==> config.mk <==
export PLATFORM = sky130hd
export DESIGN_NAME = icache_op_sched
export DESIGN_NICKNAME = d
export VERILOG_FILES = /design/src/rtl/icache_op_sched.sv
export SDC_FILE = /design/constraint.sdc
export NUM_CORES = 1
export LEC_CHECK = 0
export CAP_MARGIN = 20
export CORE_UTILIZATION = 28
export CTS_CLUSTER_SIZE = 40
export DETAILED_ROUTE_END_ITERATION = 10
export HOLD_SLACK_MARGIN = 0.05
export PLACE_DENSITY = 0.88
export SLEW_MARGIN = 20
export SYNTH_ARGS = -nofsm -noshare
export SYNTH_HDL_FRONTEND = slang
export SYNTH_SLANG_ARGS = --single-unit
==> constraint.sdc <==
create_clock -name clk -period 2.8 [get_ports clk]
set_input_delay 0.84 -clock clk [delete_from_list [all_inputs] [get_ports clk]]
set_output_delay 0.84 -clock clk [all_outputs]
set_load 0.03 [all_outputs]
==> src/rtl/icache_op_sched.sv <==
// Instruction-cache request port scheduler: fetch pass-through, CACOP sequencing
// and full-cache IDXINV walk for IBAR/init, arbitrated CACOP > IBAR > fetch.
module icache_op_sched #(
  parameter int unsigned SET_NUM = 64,
  parameter int unsigned OFF_W   = 6
) (
  input  logic        clk,
  input  logic        rst,
  input  logic        fetch_req,
  input  logic [11:0] fetch_idx,
  input  logic [31:0] fetch_pa,
  input  logic        fetch_is_cached,
  output logic        fetch_stall,
  input  logic        cacop_req,
  input  logic [2:0]  cacop_op,
  input  logic [11:0] cacop_idx,
  input  logic [31:0] cacop_pa,
  output logic        cacop_ready,
  output logic        cacop_done,
  input  logic        ibar_req,
  output logic        ibar_ready,
  output logic        ibar_done,
  output logic [2:0]  icache_op,
  output logic [11:0] icache_idx,
  output logic [31:0] icache_pa,
  output logic        icache_is_cached,
  input  logic        icache_busy
);

  localparam int unsigned CNT_W = $clog2(SET_NUM);

  localparam logic [2:0] IC_NOP    = 3'd0;
  localparam logic [2:0] IC_R      = 3'd1;
  localparam logic [2:0] IC_IDXINV = 3'd3;

  localparam logic [CNT_W-1:0] CNT_LAST = CNT_W'(SET_NUM - 1);

  typedef enum logic [1:0] {IDLE, CWAIT, WALK, WWAIT} state_t;

  state_t           state, state_nxt;
  logic [CNT_W-1:0] cnt, cnt_nxt;
  logic [11:0]      walk_idx;

  // Set index placed above the line offset; upper index bits stay zero.
  assign walk_idx = 12'(cnt) << OFF_W;

  always_ff @(posedge clk) begin
    if (rst) begin
      state <= IDLE;
      cnt   <= '0;
    end else begin
      state <= state_nxt;
      cnt   <= cnt_nxt;
    end
  end

  always_comb begin
    state_nxt        = state;
    cnt_nxt          = cnt;
    fetch_stall      = 1'b0;
    cacop_ready      = 1'b0;
    cacop_done       = 1'b0;
    ibar_ready       = 1'b0;
    ibar_done        = 1'b0;
    icache_op        = IC_NOP;
    icache_idx       = '0;
    icache_pa        = '0;
    icache_is_cached = 1'b0;

    unique case (state)
      IDLE: begin
        if (cacop_req) begin
          fetch_stall = 1'b1;
          if (!icache_busy) begin
            icache_op        = cacop_op;
            icache_idx       = cacop_idx;
            icache_pa        = cacop_pa;
            icache_is_cached = 1'b1;
            cacop_ready      = 1'b1;
            state_nxt        = CWAIT;
          end
        end else if (ibar_req) begin
          // Acceptance cycle issues nothing; the first IDXINV goes out next cycle.
          fetch_stall = 1'b1;
          if (!icache_busy) begin
            ibar_ready = 1'b1;
            cnt_nxt    = '0;
            state_nxt  = WALK;
          end
        end else begin
          icache_op        = fetch_req ? IC_R : IC_NOP;
          icache_idx       = fetch_idx;
          icache_pa        = fetch_pa;
          icache_is_cached = fetch_is_cached;
        end
      end
      CWAIT: begin
        fetch_stall = 1'b1;
        if (!icache_busy) begin
          cacop_done = 1'b1;
          state_nxt  = IDLE;
        end
      end
      WALK: begin
        fetch_stall = 1'b1;
        if (!icache_busy) begin
          icache_op        = IC_IDXINV;
          icache_idx       = walk_idx;
          icache_is_cached = 1'b1;
          if (cnt == CNT_LAST) state_nxt = WWAIT;
          else                 cnt_nxt   = cnt + CNT_W'(1);
        end
      end
      WWAIT: begin
        fetch_stall = 1'b1;
        if (!icache_busy) begin
          ibar_done = 1'b1;
          state_nxt = IDLE;
        end
      end
      default: state_nxt = IDLE;
    endcase
  end

endmodule

==> results.cfg <==
[timing]
slew_headroom_pct = 72.2
whs_ns = 0.547
finClkSkew_ns = 0.00331
hold_violations = 0
max_freq_mhz = 355
final.min_clock_period_ns = 2.81
rsz0062_at_grt = yes
fin_crit_sh_pct = 101
setup_ws_ns = -0.0147
worst_slew_pin_slew_ns = 0.416
finalSetupViolCount = 1
slew_violations = 0

[drt]
routed_via_density = 5.32
routedWlPerCell_microns = 17.5
drt-total-wl_microns = 6090
drt-initial-drc-count = 89
drc_errors = 0
dr.pass1.iters = 5
num_vias = 1857
antenna_left = 0

[yosys]
ys_async_sr_fraction_pct = 0
synth_largest_area_cell = a22o_1
synth_cells = 133
synthFlopType = dfxtp_1
synth.top_cells.by_area = a22o_1 29%, dfxtp_1 14%, buf_6 7.8%
synth_cell_types = 44
syn-num-nets = 232
yosysMostFrequentCell = a22o_1
ys_ff_latch = 8
yosysTopAreaCellShare_pct = 28.7
synth_common_cells = 38 x a22o_1, 9 x inv_1, 8 x buf_6, 8 x dfxtp_1, 6 x nand2b_1
ys_warn_count = 0
syn_area_sq_mm = 0.00116
synth_edf_count = 0
ys_seq_area_share_pct = 13.8
avgSynthCellArea_sq_um = 8.72

[clock_network]
clkSinkCount = 8
clkSlewWorstSetupHoldPaths_ns = 0.04
htreeDepth = 1
cts_tree = done
clk_path_buf_depth = 2
numCtsBuffers = 3
clk_latency_ns = 0.23
clock-root-buffer = clkbuf_8
postCtsHoldBufs = 0

[final_layout]
register_area_sq_um = 161
fillCellCount = 282
design_area_sq_mm = 0.00295
drive_gt1_share_pct = 32.1
nNetsFinal = 400
multi_input_comb_area_sq_um = 866
areaGrowthSynthToFinish_pct = 155
n_antenna_cell = 0

[setup_path]
crit_top_cell = buf_6
rrSetupSlack_ns = 1.22
timing.rr.end = cnt[1]
cp_max_fo = 8
timing.rr.start = cnt[0]
critPathCaptureType = primary output
cpMaxStageDelayCell = a222oi_1
crit_path_max_incr_delay_ns = 0.38
crit_type = input port to primary output
path_buf_inv = 5
crit_path_start_kind = input port
worstPathArrival_ns = 1.97
cp_cell_sequence = buf_8, nor4b_4, buf_6, buf_12, a222oi_1, inv_1, buf_6
cp.required_ns = 1.96
crit_family = buffers and inverters
ff2ff_path_depth = 4

[min_path]
hold_path_class = flip-flop to flip-flop
whs_path_depth = 2
hold_start = cnt[1]
hold_path_end = cnt[1]

[global_route]
antenna_found_initial = 0
grt_overflow = 0
gr-usage-all-layers_pct = 27.0
grt_max_degree = 15
first_global_vias = 1772
grt_first_pass_wirelength_microns = 8980

[die]
fp.coreArea_sq_mm = 0.00400
die_area_sq_mm = 0.00440
start_util_pct = 29.0
ios = 151
rows = 23
die_h_microns = 66.4
die_w_microns = 66.4

[outcome]
outcome = finished, violations left
violations = setup timing

[pwr]
powerDensity_mw_per_mm2 = 277
ir_drop_mv = 0.285
p_leak_nw = 1.31

[placement]
hpwlAfterDp_microns = 4340
gp_congestion = 0.847
portBuffers = 150
place_area_sq_mm = 0.00264

[run]
maxCapViolations = 0
-- worst min-delay path, delay by kind of cell, from the launching register on --
family	cells	cell delay (ns)
flops	1	0.35
mux	1	0.06
simple gates	1	0.08
-- area by class of cell --
cell class,instances,area share [%]
clock buffer,3,1.40
inverter,9,1.14
multi-input combinational,101,29.3
sequential,8,5.46
tap,50,2.12
timing repair buffer,178,60.6
-- through the flow --
stage               cells  setup TNS, ns  utilization, %  power [mW]  worst slack, ns
floorplan             133              0               -       0.361            0.159
finish                349        -0.0147            73.9       0.818          -0.0147
detailed placement    335         -18.72            66.1       0.614           -0.416
CTS                   351         -0.161            73.9       0.822          -0.0206
global route          349         -0.140            73.9       0.857          -0.0597
global placement      335         -16.53            66.1       0.611           -0.367
-- placed cells by master, fill, tap and decap left out, types with 3 or more instances in the layout --
master | synthesis | layout
clkdlybuf4s50_1 | 0 | 96
buf_4 | 3 | 43
a22o_1 | 38 | 38
buf_6 | 8 | 29
inv_1 | 9 | 9
dfxtp_1 | 8 | 7
nand2b_1 | 6 | 6
a222oi_1 | 5 | 5
nand2_1 | 5 | 4
nand3b_1 | 3 | 3
and3_1 | 3 | 3
nand3_1 | 3 | 3
nor2_1 | 3 | 3
clkbuf_8 | 0 | 3
buf_8 | 0 | 3
buf_12 | 0 | 3
-- power by group --
group / total [mW] / switching, mW / leakage [nW] / internal (mW)
Combinational: 0.552 / 0.245 / 1.22 / 0.307
Sequential: 0.123 / 0.00673 / 0.0651 / 0.117
Clock: 0.142 / 0.0489 / 0.0216 / 0.0934
Total: 0.818 / 0.301 / 1.31 / 0.517
-- state kept, by name, summed over array words and instances, names as in the netlist --
name,cells
cnt,6
state,2
-- cell families (layout without fill, tap and decap cells) --
family	count (synthesis)	after routing	synth area share, %
AOI/OAI and AO/OA	62	62	48.1
and+or+nand+nor	36	36	21.0
buffers and inverters	24	190	14.2
DFF	8	8	13.8
muxes	2	2	1.73
adders and majority gates	1	1	1.08
-- what timing repair did --
item                       in CTS  in global routing
pin swaps                       3                  7
setup endpoints to repair      53                 33
resized for setup              43                 15
gates cloned                    4                  0
setup buffers                  10                  0
-- worst max-delay path by stage --
stage	start	end	slack, ns	depth (start not counted)
2_1_floorplan	ibar_req	icache_idx[11]	0.16	5
5_1_grt	cacop_req	icache_idx[9]	-0.06	7
4_1_cts	cacop_req	icache_idx[9]	-0.02	7
3_5_place_dp	cacop_req	icache_pa[13]	-0.42	5
6_report	cacop_req	icache_idx[9]	-0.01	7
3_3_place_gp	ibar_req	fetch_stall	-0.37	4
-- routing by layer --
metal / GRT usage, % / share of wire (%) / up-vias
met3: 7.24 / 10 / 18
met2: 46.9 / 51 / 82
li1: - / - / 881
met5: 0 / 0 / -
met4: 13.6 / 2.8 / 0
met1: 30.0 / 36 / 876
(Power assumes the default switching activity.)
==> edit 1 (same flow settings) <==
The parameter `SET_NUM` goes from 64 to 128.
--- a/src/rtl/icache_op_sched.sv
+++ b/src/rtl/icache_op_sched.sv
@@ -1,7 +1,7 @@
 // Instruction-cache request port scheduler: fetch pass-through, CACOP sequencing
 // and full-cache IDXINV walk for IBAR/init, arbitrated CACOP > IBAR > fetch.
 module icache_op_sched #(
-  parameter int unsigned SET_NUM = 64,
+  parameter int unsigned SET_NUM = 128,
   parameter int unsigned OFF_W   = 6
 ) (
   input  logic        clk,
Behaviour: no difference found for any inputs over 10 cycles, from zero or initial values and one cycle with rst high; that may be too few to reach the edited logic, so the function may still have changed.
==> edit 1 against the original RTL <==
The flow still finishes with violations (setup timing). Cell area rose by 13%. Worst setup slack got worse by 100 ps. Die area fell by 5.9%. Routed wire length rose by 72%. Total power rose by 20%. Clock power rose by 14%. Area after synthesis fell by 6.0%. Sequential cell count rose by 1. Critical endpoint is now icache_pa[29].
==> edit 1: results <==
INSERT INTO impl_metrics (metric_group, metric, value, unit) VALUES
('timing', 'min_setup_slack_post_route', '-120', 'ps'),
('route', 'drt_wl_total', '10500', 'µm'),
('final_layout', 'n_fill_cell', '143', ''),
('route', 'via_per_inst', '6.36', ''),
('grt', 'first_global_vias', '2124', ''),
('grt', 'globalRouteTotalUtil', '38.7', '%'),
('final_layout', 'drive_above_1_share', '40.4', '%'),
('placement', 'placed_area', '2720', 'µm²'),
('power', 'peakVddDrop', '0.000531', 'V'),
('timing', 'timing_worst_slew_pin_value', '714', 'ps'),
('grt', 'grt_pass1_wl', '12000', 'µm'),
('synth', 'postSynthNetCount', '244', ''),
('final_layout', 'top_registers', 'cnt (7), state (2)', ''),
('power', 'power.leakage', '0.00144', 'µW'),
('synth', 'post_synth_main_area_contributors', 'a22o_1, dfxtp_1, a21oi_1', ''),
('status', 'run_status', 'finished, violations left', ''),
('timing', 'totalNegativeSetupSlack', '-1290', 'ps'),
('status', 'violations', 'setup timing', ''),
('synth', 'ys_top_cells_by_count', 'a22o_1, a21oi_1, nor2_1', ''),
('timing', 'setup-violations-final', '31', '');
edit 1: cell types whose count changed after synthesis, sizes merged, moves of 4 or more:
cell | before | now
a21oi | 4 | 10
a222oi | 5 | 0
a22oi | 0 | 6
buf | 14 | 9
clkbuf | 1 | 7
inv | 9 | 4
nor2 | 3 | 11
o31ai | 0 | 4
or4 | 0 | 5
edit 1: final cells by class:
cell class	instances	area (µm²)	area share, %
inverter	4	15.0	0.451
multi-input combinational	116	1100	33.0
clock buffer	4	45.0	1.35
tap	48	60.1	1.80
sequential	9	181	5.45
timing repair buffer	174	1930	57.9
edit 1: cells by family (layout without fill, tap and decap cells):
| family | count (synthesis) | in the layout | synth area share, % |
|---|---|---|---|
| simple gates | 46 | 46 | 25.0 |
| flops | 9 | 9 | 16.5 |
| compound gates | 69 | 69 | 49.3 |
| fa+ha+maj | 1 | 1 | 1.15 |
| buf+inv | 20 | 182 | 8.04 |
edit 1: stage by stage:
step	worst slack (ps)	power, µW	std cells
after global placement	-404	651	340
after CTS	2.56	897	357
after floorplan	46.7	362	145
after global routing	-121	1000	355
final	-120	982	355
after detailed placement	-448	652	340
edit 1: worst paths after layout:
check                      startpoint             endpoint  slack, ps
setup / recovery            cacop_req        icache_pa[29]       -120
hold / removal    cnt[6]$_SDFFE_PP0P_  cnt[6]$_SDFFE_PP0P_        500
setup reg to reg  cnt[0]$_SDFFE_PP0P_  cnt[0]$_SDFFE_PP0P_        750
hold reg to reg   cnt[6]$_SDFFE_PP0P_  cnt[6]$_SDFFE_PP0P_        500
edit 1: power breakdown:
group          internal (µW)  switching [µW]  total, µW  leakage, µW
clock                   99.9            61.7        162    0.0000228
combinational            368             316        684      0.00135
sequential               130            5.89        136    0.0000732
edit 1: metal layers:
| layer | wire (µm) | GRT usage [%] |
|---|---|---|
| met4 | 850 | 18.6 |
| met1 | 3490 | 43.4 |
| met3 | 1170 | 11.1 |
| met5 | 0 | 0 |
| met2 | 4970 | 66.4 |
edit 1: critical path, stage by stage:
cell and delay, ps:
buf_8 100, nor4_4 280, buf_6 170, buf_12 110
buf_12 110, buf_16 130, a22o_1 180, buf_6 150
edit 1: what timing repair did:
| action | 4_1_cts | 5_1_grt |
|---|---|---|
| setup buffers | 7 | 0 |
| pin swaps | 5 | 7 |
| resized for setup | 53 | 44 |
| setup endpoints to repair | 52 | 30 |
| cloned | 6 | 0 |
==> edit 2 (same flow settings) <==
Made on the original files. Reset style: asynchronous (`rst`), changed in one clocked block.
--- a/src/rtl/icache_op_sched.sv
+++ b/src/rtl/icache_op_sched.sv
@@ -44,7 +44,7 @@
   // Set index placed above the line offset; upper index bits stay zero.
   assign walk_idx = 12'(cnt) << OFF_W;
 
-  always_ff @(posedge clk) begin
+  always_ff @(posedge clk or posedge rst) begin
     if (rst) begin
       state <= IDLE;
       cnt   <= '0;
Check against the original RTL: differs if rst is asserted again (counterexample within 4 cycles, from zero or initial values and one cycle with rst high); with rst held inactive, the same outputs for 10 cycles.
==> edit 2 against the original RTL <==
The flow still finishes with violations (setup timing). Worst setup slack better by 13 ps. Sequential cell count unchanged. Die area decreased by 0.84%. Critical path depth fell by 1. Cell area increased by 0.47%. Global-route usage increased by 0.71 points. Area after synthesis fell by 0.86%. Routed wire length up 11%.
Power is not compared: it rests on default switching activity, and its combinational part moved more than twofold at a synthesized area within 25%.
==> edit 2: results <==
INSERT INTO impl_metrics (metric_group, metric, value, unit) VALUES
('timing', 'min_setup_slack_post_route', '-1.97', 'ps'),
('timing', 'maxSlewHeadroom', '75.4', '%'),
('final_layout', 'n_fill_cell', '255', ''),
('route', 'met2RoutedLength', '3560', 'µm'),
('worst_setup_path', 'cpPeakStageDelay', '350', 'ps'),
('synth', 'synth_fa_ha_area_share', '1.09', '%'),
('grt', 'grtUsageMet3', '9.83', '%'),
('clock_tree', 'postcts_resize_cnt', '28', ''),
('timing', 'setup-violations-final', '2', ''),
('worst_hold_path', 'hold_path.startpoint', 'cnt[1]$_DFFE_PP0P_', ''),
('status', 'run_status', 'finished, violations left', ''),
('status', 'violations', 'setup timing', ''),
('synth', 'sequential_to_total_area_share_from_yosys_stat', '17.4', '%'),
('worst_setup_path', 'reg2regPathDepth', '5', ''),
('synth', 'area_fraction_in_compound_gates_after_synthesis', '47.4', '%'),
('clock_tree', 'post-cts-setup-buffer-count', '4', ''),
('synth', 'postSynthNetCount', '240', ''),
('worst_setup_path', 'critPathMaxFanout', '5', ''),
('synth', 'synth_top_flop_cell', 'dfrtp_1', ''),
('synth', 'ys_top_cells_by_count', 'a22o_1, nand2_1, dfrtp_1', ''),
('route', 'route.vias.total', '1881', ''),
('synth', 'ys_async_sr_fraction', '100', '%'),
('grt', 'grt_max_degree', '22', ''),
('route', 'drt_first_iter_violations', '54', ''),
('synth', 'share_of_synthesized_area_spent_on_multiplexers', '0.979', '%');
-- edit 2: final timing paths --
kind / end / slack, ps
worst max-delay path: icache_pa[7] / -2
worst min-delay path: cnt[1]$_DFFE_PP0P_ / 610
worst max register to register: cnt[5]$_DFFE_PP0P_ / 1040
worst min register to register: cnt[1]$_DFFE_PP0P_ / 610
max in group asynchronous: cnt[1]$_DFFE_PP0P_ / 1690
min in group asynchronous: cnt[4]$_DFFE_PP0P_ / 870
-- edit 2: power by group through the flow --
| stage | clock (µW) | combinational, µW | sequential (µW) |
|---|---|---|---|
| 6_report | 139 | 1320 | 262 |
| 5_1_grt | 148 | 1390 | 270 |
| 4_1_cts | 138 | 1250 | 259 |
| 3_5_place_dp | 0 | 1170 | 260 |
| 3_3_place_gp | 0 | 1150 | 256 |
| 2_1_floorplan | 0 | 737 | 216 |
-- edit 2: area by class of cell --
| class | count | area (µm²) | area share (%) |
|---|---|---|---|
| Multi-Input combinational cell | 116 | 897 | 30.2 |
| Tap cell | 48 | 60.1 | 2.02 |
| Clock buffer | 3 | 41.3 | 1.39 |
| Sequential cell | 8 | 200 | 6.75 |
| Timing Repair Buffer | 171 | 1760 | 59.2 |
| Inverter | 3 | 11.3 | 0.379 |
-- edit 2: per-stage QoR --
| step | worst slack (ps) | cell area, µm² | hold slack, ps | utilization, % | TNS (ps) |
|---|---|---|---|---|---|
| after floorplan | 14.3 | 1160 | 545 | - | 0 |
| after global placement | -365 | 2640 | 579 | 69.6 | -14700 |
| after detailed placement | -418 | 2640 | 596 | 69.6 | -17170 |
| after CTS | 14.5 | 2830 | 604 | 74.5 | 0 |
| after global routing | -47.8 | 2970 | 632 | 78.1 | -372 |
| final | -1.97 | 2970 | 612 | 78.1 | -3.59 |
